[config.mk]
export PLATFORM = sky130hd
export DESIGN_NAME = fp_ex_seq
export DESIGN_NICKNAME = d
export VERILOG_FILES = /design/src/rtl/ex_pkg.sv /design/src/rtl/ex_lat_counter.sv /design/src/rtl/fp_ex_seq.sv
export SDC_FILE = /design/constraint.sdc
export NUM_CORES = 1
export LEC_CHECK = 0
export BUFFER_PORTS_ARGS = -buffer_cell sky130_fd_sc_hd__buf_4
export CAP_MARGIN = 20
export CORE_ASPECT_RATIO = 1.2
export CORE_MARGIN = 8
export CORE_UTILIZATION = 49
export CTS_BUF_LIST = sky130_fd_sc_hd__clkbuf_4 sky130_fd_sc_hd__clkbuf_8
export CTS_CLUSTER_SIZE = 12
export DETAILED_ROUTE_END_ITERATION = 8
export PLACE_DENSITY_LB_ADDON = 0.1
export SYNTH_ARGS = -nofsm -noshare
export SYNTH_HDL_FRONTEND = slang
export SYNTH_HIERARCHICAL = 1
export SYNTH_SLANG_ARGS = --single-unit
[constraint.sdc]
create_clock -name clk -period 2.8 [get_ports clk]
set_input_delay 0.28 -clock clk [delete_from_list [all_inputs] [get_ports clk]]
set_output_delay 0.28 -clock clk [all_outputs]
set_load 0.01 [all_outputs]
[src/rtl/ex_pkg.sv]
// Purpose: shared types and constants for the EX-stage FP sequencer.
// Latency: n/a (declarations only).
// Backpressure: n/a.
package ex_pkg;

  // Sequencer states: IDLE accepts EX work, ISSUE fires the FP start pulse,
  // BUSY waits for the FP unit (or its timeout).
  typedef enum logic [1:0] {
    IDLE  = 2'd0,
    ISSUE = 2'd1,
    BUSY  = 2'd2
  } exState_t;

  // FP unit opcodes carried on fp_op.
  localparam logic [1:0] FP_ADD = 2'd0;
  localparam logic [1:0] FP_SUB = 2'd1;
  localparam logic [1:0] FP_MUL = 2'd2;
  localparam logic [1:0] FP_DIV = 2'd3;

  // Default FP timeout, in cycles after the issue pulse.
  localparam int DEFAULT_MAX_LAT = 8;

endpackage

[src/rtl/ex_lat_counter.sv]
// Purpose: clearable up-counter flagging when it holds MAX_LAT-1.
// Latency: clear/increment visible one cycle later; terminal is combinational from the count.
// Backpressure: none; the counter holds at its terminal value instead of wrapping.
//
// Ports:
//   clk, reset  - clock and synchronous active-high reset
//   clear       - force the count to zero next edge (wins over en)
//   en          - increment next edge
//   terminal    - count == MAX_LAT-1
module ex_lat_counter
  import ex_pkg::*;
#(
  parameter int MAX_LAT = DEFAULT_MAX_LAT
) (
  input  logic clk,
  input  logic reset,
  input  logic clear,
  input  logic en,
  output logic terminal
);

  localparam int CW = (MAX_LAT > 1) ? $clog2(MAX_LAT) : 1;

  logic [CW-1:0] count;

  assign terminal = (count == CW'(MAX_LAT - 1));

  always_ff @(posedge clk) begin
    if (reset || clear) begin
      count <= '0;
    end else if (en && !terminal) begin
      count <= count + 1'b1;
    end
  end

endmodule

[src/rtl/fp_ex_seq.sv]
// Purpose: EX-stage sequencer plus EX/MEM result register; integer results pass straight
//          through, FP ops are handed to an external FP unit and waited on.
// Latency: integer 1 cycle; FP 2 + (cycles from fp_start to fp_valid), bounded by MAX_LAT timeout.
// Backpressure: stall_ex freezes F/D/E while an FP op is accepted/in flight; MEM sees bubbles.
//
// Optional feature macro: EX_STALL_CNT_EN (saturating count of stall_ex cycles on stall_cycles).
//
// Ports:
//   clk, reset                        - clock, synchronous active-high reset
//   in_valid/in_is_fp/in_fp_op/in_rd  - EX instruction and its class/opcode/destination
//   in_int_result, in_fp_a, in_fp_b   - integer result and forwarded FP operands
//   flush_e                           - kill the EX instruction (aborts an in-flight FP op)
//   fp_start/fp_op/fp_a/fp_b/fp_kill  - FP unit issue/abort interface
//   fp_valid/fp_result                - FP unit completion
//   stall_ex                          - freeze front pipeline
//   out_valid/out_we/out_rd/out_result- EX/MEM register contents
//   fp_timeout                        - sticky "FP unit never answered" flag
//   stall_cycles                      - stall counter (zero when feature is off)
module fp_ex_seq
  import ex_pkg::*;
#(
  parameter int WIDTH   = 32,
  parameter int RD_W    = 5,
  parameter int MAX_LAT = DEFAULT_MAX_LAT,
  parameter int CNT_W   = 32
) (
  input  logic             clk,
  input  logic             reset,
  input  logic             in_valid,
  input  logic             in_is_fp,
  input  logic [1:0]       in_fp_op,
  input  logic [RD_W-1:0]  in_rd,
  input  logic [WIDTH-1:0] in_int_result,
  input  logic [WIDTH-1:0] in_fp_a,
  input  logic [WIDTH-1:0] in_fp_b,
  input  logic             flush_e,
  output logic             fp_start,
  output logic [1:0]       fp_op,
  output logic [WIDTH-1:0] fp_a,
  output logic [WIDTH-1:0] fp_b,
  output logic             fp_kill,
  input  logic             fp_valid,
  input  logic [WIDTH-1:0] fp_result,
  output logic             stall_ex,
  output logic             out_valid,
  output logic             out_we,
  output logic [RD_W-1:0]  out_rd,
  output logic [WIDTH-1:0] out_result,
  output logic             fp_timeout,
  output logic [CNT_W-1:0] stall_cycles
);

  exState_t state, stateNext;

  logic [RD_W-1:0]  rdLatch;
  logic [1:0]       opLatch;
  logic [WIDTH-1:0] aLatch, bLatch;

  logic [RD_W-1:0]  outRdQ;
  logic [WIDTH-1:0] outResultQ;
  logic             outValidQ;
  logic             fpTimeoutQ;

  logic stallRaw, startRaw, killRaw;
  logic acceptInt, acceptFp, finishFp, timeoutHit;
  logic cntClear, cntEn, cntTerm;

  ex_lat_counter #(
    .MAX_LAT(MAX_LAT)
  ) uLatCnt (
    .clk     (clk),
    .reset   (reset),
    .clear   (cntClear),
    .en      (cntEn),
    .terminal(cntTerm)
  );

  // Next state and per-cycle decisions. Priority in BUSY: flush, then
  // fp_valid, then timeout, so a result landing on the final cycle is kept.
  always_comb begin
    stateNext  = state;
    stallRaw   = 1'b0;
    startRaw   = 1'b0;
    killRaw    = 1'b0;
    cntClear   = 1'b0;
    cntEn      = 1'b0;
    acceptInt  = 1'b0;
    acceptFp   = 1'b0;
    finishFp   = 1'b0;
    timeoutHit = 1'b0;
    case (state)
      IDLE: begin
        if (in_valid && !flush_e) begin
          if (in_is_fp) begin
            acceptFp  = 1'b1;
            stallRaw  = 1'b1;
            stateNext = ISSUE;
          end else begin
            acceptInt = 1'b1;
          end
        end
      end
      ISSUE: begin
        stallRaw = 1'b1;
        cntClear = 1'b1;
        if (flush_e) begin
          killRaw   = 1'b1;
          stateNext = IDLE;
        end else begin
          startRaw  = 1'b1;
          stateNext = BUSY;
        end
      end
      BUSY: begin
        stallRaw = !fp_valid;
        cntEn    = 1'b1;
        if (flush_e) begin
          killRaw   = 1'b1;
          stateNext = IDLE;
        end else if (fp_valid) begin
          finishFp  = 1'b1;
          stateNext = IDLE;
        end else if (cntTerm) begin
          timeoutHit = 1'b1;
          killRaw    = 1'b1;
          stateNext  = IDLE;
        end
      end
      default: stateNext = IDLE;
    endcase
  end

  // Combinational outputs are masked during reset so a reset landing in
  // BUSY aborts silently (no kill pulse) and all outputs read zero.
  assign stall_ex = stallRaw & !reset;
  assign fp_start = startRaw & !reset;
  assign fp_kill  = killRaw & !reset;

  always_ff @(posedge clk) begin
    if (reset) begin
      state      <= IDLE;
      rdLatch    <= '0;
      opLatch    <= '0;
      aLatch     <= '0;
      bLatch     <= '0;
      outValidQ  <= 1'b0;
      outRdQ     <= '0;
      outResultQ <= '0;
      fpTimeoutQ <= 1'b0;
    end else begin
      state <= stateNext;
      if (acceptFp) begin
        rdLatch <= in_rd;
        opLatch <= in_fp_op;
        aLatch  <= in_fp_a;
        bLatch  <= in_fp_b;
      end
      outValidQ <= acceptInt | finishFp | timeoutHit;
      if (acceptInt) begin
        outRdQ     <= in_rd;
        outResultQ <= in_int_result;
      end else if (finishFp) begin
        outRdQ     <= rdLatch;
        outResultQ <= fp_result;
      end else if (timeoutHit) begin
        outRdQ     <= rdLatch;
        outResultQ <= '0;
      end
      if (timeoutHit) begin
        fpTimeoutQ <= 1'b1;
      end
    end
  end

  assign fp_op      = opLatch;
  assign fp_a       = aLatch;
  assign fp_b       = bLatch;
  assign out_valid  = outValidQ;
  assign out_rd     = outRdQ;
  assign out_result = outResultQ;
  assign out_we     = outValidQ & (outRdQ != '0);
  assign fp_timeout = fpTimeoutQ;

`ifdef EX_STALL_CNT_EN
  logic [CNT_W-1:0] stallCnt;

  always_ff @(posedge clk) begin
    if (reset) begin
      stallCnt <= '0;
    end else if (stall_ex && (stallCnt != {CNT_W{1'b1}})) begin
      stallCnt <= stallCnt + 1'b1;
    end
  end

  assign stall_cycles = stallCnt;
`else
  assign stall_cycles = '0;
`endif

endmodule

==> results of run 1 <==
[layer usage]
layer | routed length (um) | track usage (%) | share of wire [%] | up-vias
li1 | - | - | - | 2346
met1 | 5554 | 21.40 | 35 | 2177
met2 | 7768 | 38.97 | 49 | 220
met3 | 1979 | 13.87 | 13 | 29
met4 | 458 | 9.793 | 2.9 | 0
met5 | 0 | 0 | 0 | -
[final cells by class]
cell class	instances	share of cell area [%]
repair buffers	259	27.61
clock buffers	20	3.909
inverters	3	0.1599
flip-flops and latches	115	32.69
multi-input cells	421	30.56
clock inverters	12	2.878
well taps	123	2.186
[through the flow]
stage	util [%]	setup slack (ps)	total power (W)
after floorplan	-	928.9	0.002141
after global placement	68.98	615.1	0.002432
after detailed placement	68.98	497.0	0.002452
after CTS	74.00	483.2	0.004266
after global routing	74.00	353.5	0.004400
final	74.00	479.9	0.004227
[placed cells by master, fill, tap and decap left out, types with 3 or more instances in the layout]
cell / count
a211oi_1: 23
a21oi_1: 88
a22oi_1: 14
buf_4: 259
bufinv_16: 5
clkbuf_8: 20
clkinvlp_4: 4
conb_1: 32
dfxtp_1: 115
ha_1: 8
inv_1: 3
mux2i_1: 9
nand2_1: 175
nor2_1: 18
nor2_2: 7
nor2_4: 4
nor3_1: 3
o21ai_0: 18
[worst max-delay path by stage]
| stage | startpoint | endpoint | slack (ps) | cells after the start |
|---|---|---|---|---|
| 3_3_place_gp | uLatCnt/count[0] | out_result[0] | 620 | 6 |
| 2_1_floorplan | uLatCnt/count[0] | out_result[17] | 930 | 8 |
| 3_5_place_dp | uLatCnt/count[0] | out_result[5] | 500 | 6 |
| 6_report | uLatCnt/count[0] | out_result[5] | 480 | 6 |
| 5_1_grt | state[0] | out_result[31] | 350 | 6 |
| 4_1_cts | uLatCnt/count[0] | out_result[5] | 480 | 6 |
[tightest hold or removal path, delay by kind of cell]
kind,cells,cell delay (ps)
compound gates,1,50
simple gates,1,40
buf+inv,1,110
[report_power, final]
part           internal [W]  leakage [nW]  switching (W)
registers           0.00172         0.934      0.0000526
clock network       0.00113         0.227       0.000681
logic              0.000323          1.95       0.000319
[state kept, by name (all words and copies together) (netlist names)]
signal and flops:
rdLatch 5, out_result 32, fp_op 2, uLatCnt/count 3
fp_a 32, fp_timeout 1, state 2, out_valid 1
fp_b 32, out_rd 5
[synth_stat cells]
cell type	count	area share [%]
inv_1	3	0.23
ha_1	8	2.1
nor3_1	3	0.31
nand4bb_1	1	0.23
a22oi_1	14	2.2
buf_6	2	0.47
and4bb_4	1	0.34
buf_2	9	0.94
mux2i_1	9	1.9
nor4b_1	1	0.18
nor3_2	1	0.21
or3_1	1	0.13
a211oi_1	23	3.6
buf_4	34	5.3
nor2b_4	1	0.29
o21ai_0	18	1.9
nor2_2	7	0.91
nor2_1	18	1.4
nand4b_1	1	0.18
buf_12	1	0.42
a211oi_2	1	0.26
nand2_1	175	14
nor2b_1	2	0.26
clkbuf_1	28	2.2
buf_1	1	0.078
and3b_1	1	0.18
nor2_4	4	0.94
nand3b_1	1	0.16
nand2b_1	1	0.13
and4bb_1	1	0.26
nor3b_1	1	0.16
o21a_1	2	0.31
o21ai_4	1	0.34
a21oi_1	88	9.2
dfxtp_1	115	48
o21ai_1	1	0.10
conb_1	1	0.078
xnor2_1	1	0.18
nand3_1	1	0.10
or4_1	1	0.16
[cell families after synthesis]
group,Yosys count
flip-flops,115
other,1
AND/OR/NAND/NOR,223
buffers and inverters,78
AO/OA/AOI/OAI,148
adder cells (fa/ha/maj),8
XOR/XNOR,1
multiplexers,9
==> flow_summary_export.csv, run 1 <==
group,metric,value,unit
layout,regArea,2302,sq um
routing,via_per_inst,5.007,
synthesis,synth-compound-area-share,17.87,%
place,io_buffers,249,
power,power_density,600.3,nW/um^2
worst_setup_path,reg2reg_slack,480,ps
floorplan,ios,282,
outcome,status,"finished, final reports clean",
timing,max_slew_margin,35.12,%
timing,fin_setup_tns,0,ps
layout,stdcell_count,953,
worst_setup_path,crit_top_cell,"ha_1",
clock_network,clockBufferDepth,2,
clock_network,cts_tree,"built",
clock_network,clkSinkCount,115,
power,vdd_drop_max,0.4239,mV
hold_path,hold_depth,3,
routing,drc,0,
place,placedCellCount,921,
clock_network,clk_pin_slew,70,ps
clock_network,htreeDepth,4,
floorplan,dieArea,13220,sq um
floorplan,die_h,124.4,um
hold_path,hold_class,"primary input to register",
timing,worst_slew_pin_slew,973.1,ps
clock_network,clk_latency,430,ps
synthesis,synth.area.mux_share,1.878,%
worst_setup_path,critPathBufInv,0,
place,dp_hpwl,12020,um
global_routing,grt_pass1_wl,24460,um
worst_setup_path,critPathMaxStageDelay,770,ps
floorplan,die_w,106.3,um
timing,max_freq,431.0,MHz
global_routing,grt_pass1_vias,4817,
timing,finalCritPeriodShare,82.86,%
layout,fin_nets,966,
layout,antenna_cells,0,
synthesis,synth_area,4796,sq um
synthesis,synth_xor_xnor_area_share,0.1826,%
place,gp_congestion,0.8661,
clock_network,root_buffer,"clkbuf_8",
clock_network,cts_resized,0,
routing,dr_total_vias,4772,
timing,fin_skew,13.56,ps
floorplan,initial_utilization,50.40,%
routing,initialDrtViolationCount,180,
synthesis,ys_ff_latch,115,
synthesis,yosys.area_share.adder,2.087,%
clock_network,cts_hold_buf,0,
synthesis,yosys_warnings,6,
global_routing,grt_max_degree,53,
synthesis,ys_seq_area_share,48.00,%
worst_setup_path,cpMaxStageDelayCell,"or3_1",
clock_network,post_cts_buffers,0,
timing,setup_viol,0,
hold_path,worstHoldStart,"in_fp_a[14]",
worst_setup_path,cp_cell_sequence,"ha_1 -> ha_1 -> and4bb_4 -> or3_1 -> nor2_1 -> a211oi_1",
worst_setup_path,r2r_start,"uLatCnt/count[0]",
worst_setup_path,reg2regPathDepth,6,
worst_setup_path,cp-start-kind,"register",
routing,routed_wl,15760,um
power,leakagePower,3.110,nW
clock_network,numCtsBuffers,17,
timing,hold_ws,92.38,ps
routing,routedWlPerCell,16.54,um
synthesis,netlist_instances,583,
floorplan,core-area,9515,sq um
worst_setup_path,critPathTopFamily,"simple AND/OR/NAND/NOR gates",
worst_setup_path,worstSetupPathType,"register to register",
worst_setup_path,cp-end-kind,"register",
worst_setup_path,cp.required,3130,ps
layout,postLayoutCellArea,7042,sq um
timing,finalHoldViolCount,0,
layout,fillers,722,
synthesis,yosys.cell_types.count,40,
timing,slew_violations,0,
routing,first_pass_iters,4,
timing,min_period,2320,ps
synthesis,postSynthAreaPerCell,8.226,sq um
global_routing,grt_use_total,22.88,%
job,maxCapViolCount,0,
synthesis,synth_top_family_by_area,"simple AND/OR/NAND/NOR gates",
routing,drtAntennaViolNets,0,
layout,multi_input_area,2152,sq um
worst_setup_path,cp_data_arrival_time,2650,ps
timing,rsz0062_at_grt,"false",
global_routing,grt_overflow_total,0,
layout,area_delta_synth_final,46.83,%
synthesis,synth-simple-area-share,20.25,%
worst_setup_path,rr_endpoint,"out_result[5]",
floorplan,rows,39,
layout,drive_above_1_share,37.11,%
global_routing,antenna_found_initial,0,
hold_path,hold_end,"fp_a[14]",
place,dpl-instance-area,6564,sq um
worst_setup_path,critPathMaxFanout,18,
Note: power is estimated with default switching activity, not from simulation.
==> run 2, diff against run 1 <==
--- a/config.mk
+++ b/config.mk
@@ -9,7 +9,7 @@
 export CAP_MARGIN = 20
 export CORE_ASPECT_RATIO = 1.2
 export CORE_MARGIN = 8
-export CORE_UTILIZATION = 49
+export CORE_UTILIZATION = 45
 export CTS_BUF_LIST = sky130_fd_sc_hd__clkbuf_4 sky130_fd_sc_hd__clkbuf_8
 export CTS_CLUSTER_SIZE = 12
 export DETAILED_ROUTE_END_ITERATION = 8
==> constraint.sdc (replaced) <==
create_clock -name clk -period 2.4 [get_ports clk]
set_input_delay 0.24 -clock clk [delete_from_list [all_inputs] [get_ports clk]]
set_output_delay 0.24 -clock clk [all_outputs]
set_load 0.01 [all_outputs]
==> flow_summary_export.csv, run 2 (synthesis gave the netlist of run 1 again) <==
group,metric,value,unit
outcome,status,"finished, final reports clean",
power,power_switching,0.001192,W
clock_network,numCtsBuffers,17,
routing,initialDrtViolationCount,194,
power,sw_frac_of_total,25.68,%
layout,area_delta_synth_final,46.10,%
worst_setup_path,cpMaxStageDelayCell,"dfxtp_1",
timing,rsz0062_at_grt,"false",
clock_network,clkSinkCount,115,
clock_network,clk_latency,420,ps
clock_network,htreeDepth,4,
layout,drive_above_1_share,37.33,%
power,seqPwrFrac,44.6,%
worst_setup_path,critPathBufInv,2,
global_routing,grt_overflow_total,0,
place,dp_hpwl,11850,um
global_routing,grt_pass1_wl,23450,um
layout,postLayoutCellArea,7007,sq um
place,io_buffers,249,
worst_setup_path,critPathMaxFanout,5,
place,detailedPlace.worstSlack,473.0,ps
clock_network,post_cts_buffers,0,
place,dpl-instance-area,6606,sq um
global_routing,grt_use_total,20.88,%
layout,fillers,901,
timing,finalHoldViolCount,0,
power,leakagePower,3.117,nW
floorplan,dieArea,14230,sq um
worst_setup_path,critPathTopFamily,"flip-flops",
floorplan,initial_utilization,45.83,%
routing,dr_total_vias,4792,
worst_setup_path,cp_cell_sequence,"inv_1 -> ha_1 -> nand4b_1 -> a211oi_1 -> buf_4",
clock_network,cts_resized,0,
worst_setup_path,cp-start-kind,"register",
layout,layout_common_cells,"261 x buf_4, 175 x nand2_1, 115 x dfxtp_1",
clock_network,cts_tree,"built",
routing,drc,0,
global_routing,grt_max_degree,72,
clock_network,cts_hold_buf,0,
layout,multi_input_area,2152,sq um
floorplan,core-area,10470,sq um
layout,regArea,2302,sq um
routing,via_per_inst,4.981,
global_routing,antenna_found_initial,0,
timing,layout_setup_ws,404.0,ps
floorplan,ios,282,
routing,drtAntennaViolNets,0,
worst_setup_path,critPathMaxStageDelay,340,ps
routing,routed_wl,15490,um
power,p_clk_share,39.2,%
timing,max_freq,501.0,MHz
routing,routedWlPerCell,16.10,um
global_routing,grt_pass1_vias,4680,
timing,slew_violations,0,
floorplan,die_w,110.2,um
power,vdd_drop_max,0.4331,mV
power,p_comb_share,16.2,%
place,gp_congestion,0.8545,
power,internal_power,0.003449,W
routing,first_pass_iters,5,
clock_network,clk_pin_slew,70,ps
power,power_density,662.3,nW/um^2
power,power.total,0.004640,W
worst_setup_path,cp_data_arrival_time,1760,ps
floorplan,die_h,129.1,um
hold_path,hold_class,"primary input to register",
layout,final_core_util,66.95,%
timing,fin_setup_tns,0,ps
clock_network,root_buffer,"clkbuf_8",
floorplan,rows,41,
job,maxCapViolCount,0,
worst_setup_path,worstSetupPathType,"register to output port",
worst_setup_path,cp-end-kind,"output port",
timing,finalCritPeriodShare,83.17,%
clock_network,clockBufferDepth,2,
layout,fin_nets,969,
worst_setup_path,cp.required,2160,ps
timing,min_period,1996,ps
layout,mostFrequentLayoutCell,"buf_4",
layout,antenna_cells,0,
timing,setup_viol,0,
timing,fin_skew,5.835,ps
==> run 2: routing by layer <==
layer  part of all wire [%]  wire length, um  vias to the layer above  track usage [%]
met5                      0                0                        -                0
met4                    1.8              277                        0            6.913
met3                     12             1813                       22            9.687
met2                     51             7918                      193            36.66
met1                     35             5478                     2228            21.17
li1                       -                -                     2349                -
==> run 2: worst reg2reg max path, stage by stage (launching register included) <==
cell,delay (ps)
dfxtp_1,380
inv_1,110
ha_1,250
and3b_1,280
o21ai_4,350
o21ai_0,190
a211oi_1,280
==> run 2: metrics by stage <==
| stage | std cells | hold WS [ps] |
|---|---|---|
| after floorplan | 614 | 316.6 |
| after global placement | 930 | 438.8 |
| after detailed placement | 930 | 446.0 |
| after CTS | 962 | 35.32 |
| after global routing | 962 | 40.20 |
| final | 962 | 60.20 |
==> run 2: power by group through the flow <==
stage	clock, W	combinational, W	sequential [W]
final	0.00182	0.000752	0.00207
after floorplan	0	0.000355	0.00214
after CTS	0.00186	0.000758	0.00207
after global routing	0.00195	0.000822	0.00208
after detailed placement	0	0.000756	0.00211
after global placement	0	0.000743	0.00210
==> run 2: cell type report <==
| class | count | share of cell area (%) |
|---|---|---|
| sequential | 115 | 32.86 |
| multi-input combinational | 421 | 30.71 |
| timing repair buffer | 262 | 28.25 |
| clock buffer | 20 | 3.750 |
| tap | 129 | 2.304 |
| clock inverter | 12 | 1.964 |
| inverter | 3 | 0.1607 |
==> run 2: path summary, 6_finish.rpt <==
check	startpoint	to	slack (ps)	depth (start not counted)
min	in_fp_a[11]	fp_a[11]	60	3
max reg2reg	state[0]	out_result[21]	470	6
min reg2reg	fp_b[16]	fp_b[16]	450	2
max	state[0]	stall_ex	400	5
==> run 3, diff against run 2 <==
--- a/config.mk
+++ b/config.mk
@@ -5,11 +5,12 @@
 export SDC_FILE = /design/constraint.sdc
 export NUM_CORES = 1
 export LEC_CHECK = 0
+export ABC_AREA = 1
 export BUFFER_PORTS_ARGS = -buffer_cell sky130_fd_sc_hd__buf_4
 export CAP_MARGIN = 20
 export CORE_ASPECT_RATIO = 1.2
 export CORE_MARGIN = 8
-export CORE_UTILIZATION = 45
+export CORE_UTILIZATION = 43
 export CTS_BUF_LIST = sky130_fd_sc_hd__clkbuf_4 sky130_fd_sc_hd__clkbuf_8
 export CTS_CLUSTER_SIZE = 12
 export DETAILED_ROUTE_END_ITERATION = 8
==> constraint.sdc (replaced) <==
create_clock -name clk -period 1.6 [get_ports clk]
set_input_delay 0.16 -clock clk [delete_from_list [all_inputs] [get_ports clk]]
set_output_delay 0.16 -clock clk [all_outputs]
set_load 0.01 [all_outputs]
==> flow_summary_export.csv, run 3 <==
group,metric,value,unit
worst_setup_path,r2r_start,"state[0]",
routing,first_pass_iters,5,
clock_network,htreeDepth,4,
synthesis,yosysMostFrequentCell,"nand2_1",
synthesis,async_flop_share,0,%
worst_setup_path,worstSetupPathType,"register to output port",
job,maxCapViolCount,0,
global_routing,grt_use_total,21.09,%
timing,fin_skew,10.81,ps
floorplan,dieArea,16590,sq um
place,dp_hpwl,12060,um
layout,mostFrequentLayoutCell,"buf_4",
routing,via_per_inst,4.656,
synthesis,ys_ff_latch,115,
clock_network,clk_latency,430,ps
synthesis,netlist_instances,791,
worst_setup_path,cp.depth,6,
routing,initialDrtViolationCount,409,
synthesis,synth_edf_count,0,
routing,routedWlPerCell,14.19,um
layout,multi_input_area,2414,sq um
floorplan,core-area,12560,sq um
synthesis,yosysTopAreaCellShare,42.12,%
worst_setup_path,critPathTopFamily,"flip-flops",
synthesis,postSynthAreaPerCell,6.909,sq um
global_routing,antenna_found_initial,0,
place,gp_congestion,0.7982,
global_routing,grt_pass1_wl,28660,um
timing,max_freq,588.9,MHz
timing,setup_viol,2,
timing,finalHoldViolCount,0,
timing,finalCritPeriodShare,106.1,%
routing,routed_wl,17960,um
hold_path,hold_depth,3,
worst_setup_path,reg2reg_slack,90,ps
worst_setup_path,cp-end-kind,"output port",
worst_setup_path,rr_endpoint,"out_rd[3]",
hold_path,hold_class,"primary input to register",
worst_setup_path,cp-start-kind,"register",
timing,fin_setup_tns,-192.8,ps
layout,area_delta_synth_final,58.01,%
clock_network,root_buffer,"clkbuf_8",
worst_setup_path,critPathBufInv,3,
layout,drive_above_1_share,31.15,%
routing,drtAntennaViolNets,0,
clock_network,clockBufferDepth,2,
synthesis,yosys.cell_types.count,22,
power,vdd_drop_max,0.6505,mV
synthesis,yosys-top-cells-count,"151 x nand2_1, 119 x inv_1, 115 x dfxtp_1",
floorplan,die_w,118.9,um
synthesis,yosys_warnings,6,
global_routing,grt_max_degree,71,
global_routing,grt_pass1_vias,5830,
power,power_density,1153,nW/um^2
timing,slew_violations,0,
layout,fin_nets,1237,
worst_setup_path,reg2regPathDepth,10,
floorplan,ios,282,
floorplan,initial_utilization,43.53,%
layout,layout_common_cells,"265 x buf_4, 148 x nand2_1, 117 x inv_1",
worst_setup_path,cp.required,1440,ps
synthesis,ys.flop_type,"dfxtp_1",
clock_network,cts_tree,"built",
outcome,status,"finished, violations left",
worst_setup_path,critPathMaxStageDelay,360,ps
outcome,violations,"setup timing",
worst_setup_path,cpMaxStageDelayCell,"dfxtp_4",
global_routing,grt_overflow_total,0,
worst_setup_path,critPathMaxFanout,4,
clock_network,numCtsBuffers,17,
timing,layout_setup_ws,-98.04,ps
hold_path,hold_end,"rdLatch[2]",
worst_setup_path,cp_cell_sequence,"inv_4 -> buf_6 -> ha_4 -> a21oi_2 -> nor3_2 -> buf_4",
layout,regArea,2310,sq um
worst_setup_path,cp_data_arrival_time,1540,ps
routing,dr_total_vias,5895,
hold_path,worstHoldStart,"in_rd[2]",
timing,rsz0062_at_grt,"true",
power,power.total,0.009959,W
clock_network,clk_pin_slew,60,ps
power,leakagePower,4.158,nW
layout,fillers,1096,
floorplan,rows,45,
timing,min_period,1698,ps
synthesis,synth_area_leaders,"dfxtp_1 42%, nand2_1 10%, a21oi_1 8.2%, inv_1 8.2%, o21ai_0 6.6%",
synthesis,synth_area,5465,sq um
floorplan,die_h,139.5,um
synthesis,ys_seq_area_share,42.12,%
synthesis,synth_top_area_cell,"dfxtp_1",
routing,drc,0,
place,io_buffers,249,
clock_network,clkSinkCount,115,
==> run 3: cell count changes in the layout (fill, tap and decap cells not counted), sizes merged, moves of 24 or more <==
cell / before / now
inv: 3 / 123
nor2: 29 / 81
nand4: 0 / 52
nand2: 175 / 151
o21ai: 20 / 72
dlygate4sd3: 0 / 55
==> run 3: how the worst max path moves through the flow <==
stage	to	slack [ps]	from
CTS	stall_ex	-110	state[1]
floorplan	out_result[17]	60	uLatCnt/count[0]
global placement	out_rd[1]	20	uLatCnt/count[0]
finish	fp_kill	-100	state[1]
detailed placement	out_rd[3]	-30	uLatCnt/count[0]
global route	stall_ex	-150	state[1]
==> run 3: worst register-to-register path, stage by stage, from the launching register on <==
cell        delay, ps
dfxtp_2           330
inv_4              90
ha_4              170
inv_1              50
nor2_1            100
nand2_2           110
nand3_2           110
buf_12            160
clkinvlp_4        140
nor2_1            110
nor2_1             60
==> run 3: routing by layer <==
| layer | share of wire, % | routed length (um) | track usage (%) | up-vias |
|---|---|---|---|---|
| met5 | 0 | 0 | 0 | - |
| met4 | 1.8 | 328 | 8.005 | 0 |
| met3 | 10 | 1826 | 9.672 | 23 |
| met2 | 49 | 8762 | 35.73 | 221 |
| li1 | - | - | - | 3028 |
| met1 | 39 | 7044 | 22.43 | 2623 |
==> run 3: report_power, final <==
part	internal [W]	leakage [nW]	total, W	switching [W]
clock	0.00189	0.229	0.00306	0.00117
combinational	0.00164	2.99	0.00334	0.00170
sequential	0.00331	0.939	0.00356	0.000249
==> run 3: area by class of cell <==
class	count	share of cell area, %
timing repair buffer	334	32.15
multi-input combinational	496	27.95
sequential	115	26.75
inverter	124	5.491
clock buffer	23	3.521
tap	164	2.376
clock inverter	9	1.739
antenna	1	0.02898
==> run 3: metrics by stage <==
step	setup slack [ps]	hold WS (ps)	instance area (sq um)	util [%]	instances
floorplan	62.76	327.7	5582	-	822
global placement	23.53	430.7	7460	59.41	1173
detailed placement	-31.66	434.3	7460	59.41	1173
CTS	-111.1	0.2030	8613	68.60	1265
global route	-152.4	24.34	8633	68.76	1265
finish	-98.04	28.95	8636	68.78	1266
==> run 3: cells by family after synthesis <==
kind of cell               after synthesis  synth area share, %
buffers and inverters                  211                17.79
other                                    1              0.06862
DFF                                    115                42.12
AOI/OAI and AO/OA                      163                14.97
and+or+nand+nor                        293                23.21
adders and majority gates                8                1.832
==> run 3: timing repair <==
item                       in CTS  in global routing
pin swaps                       5                  2
resized for setup              28                  6
setup endpoints to repair       8                 10
setup buffers                   6                  0
hold endpoints to repair       55                  0
hold buffers                   55                  0
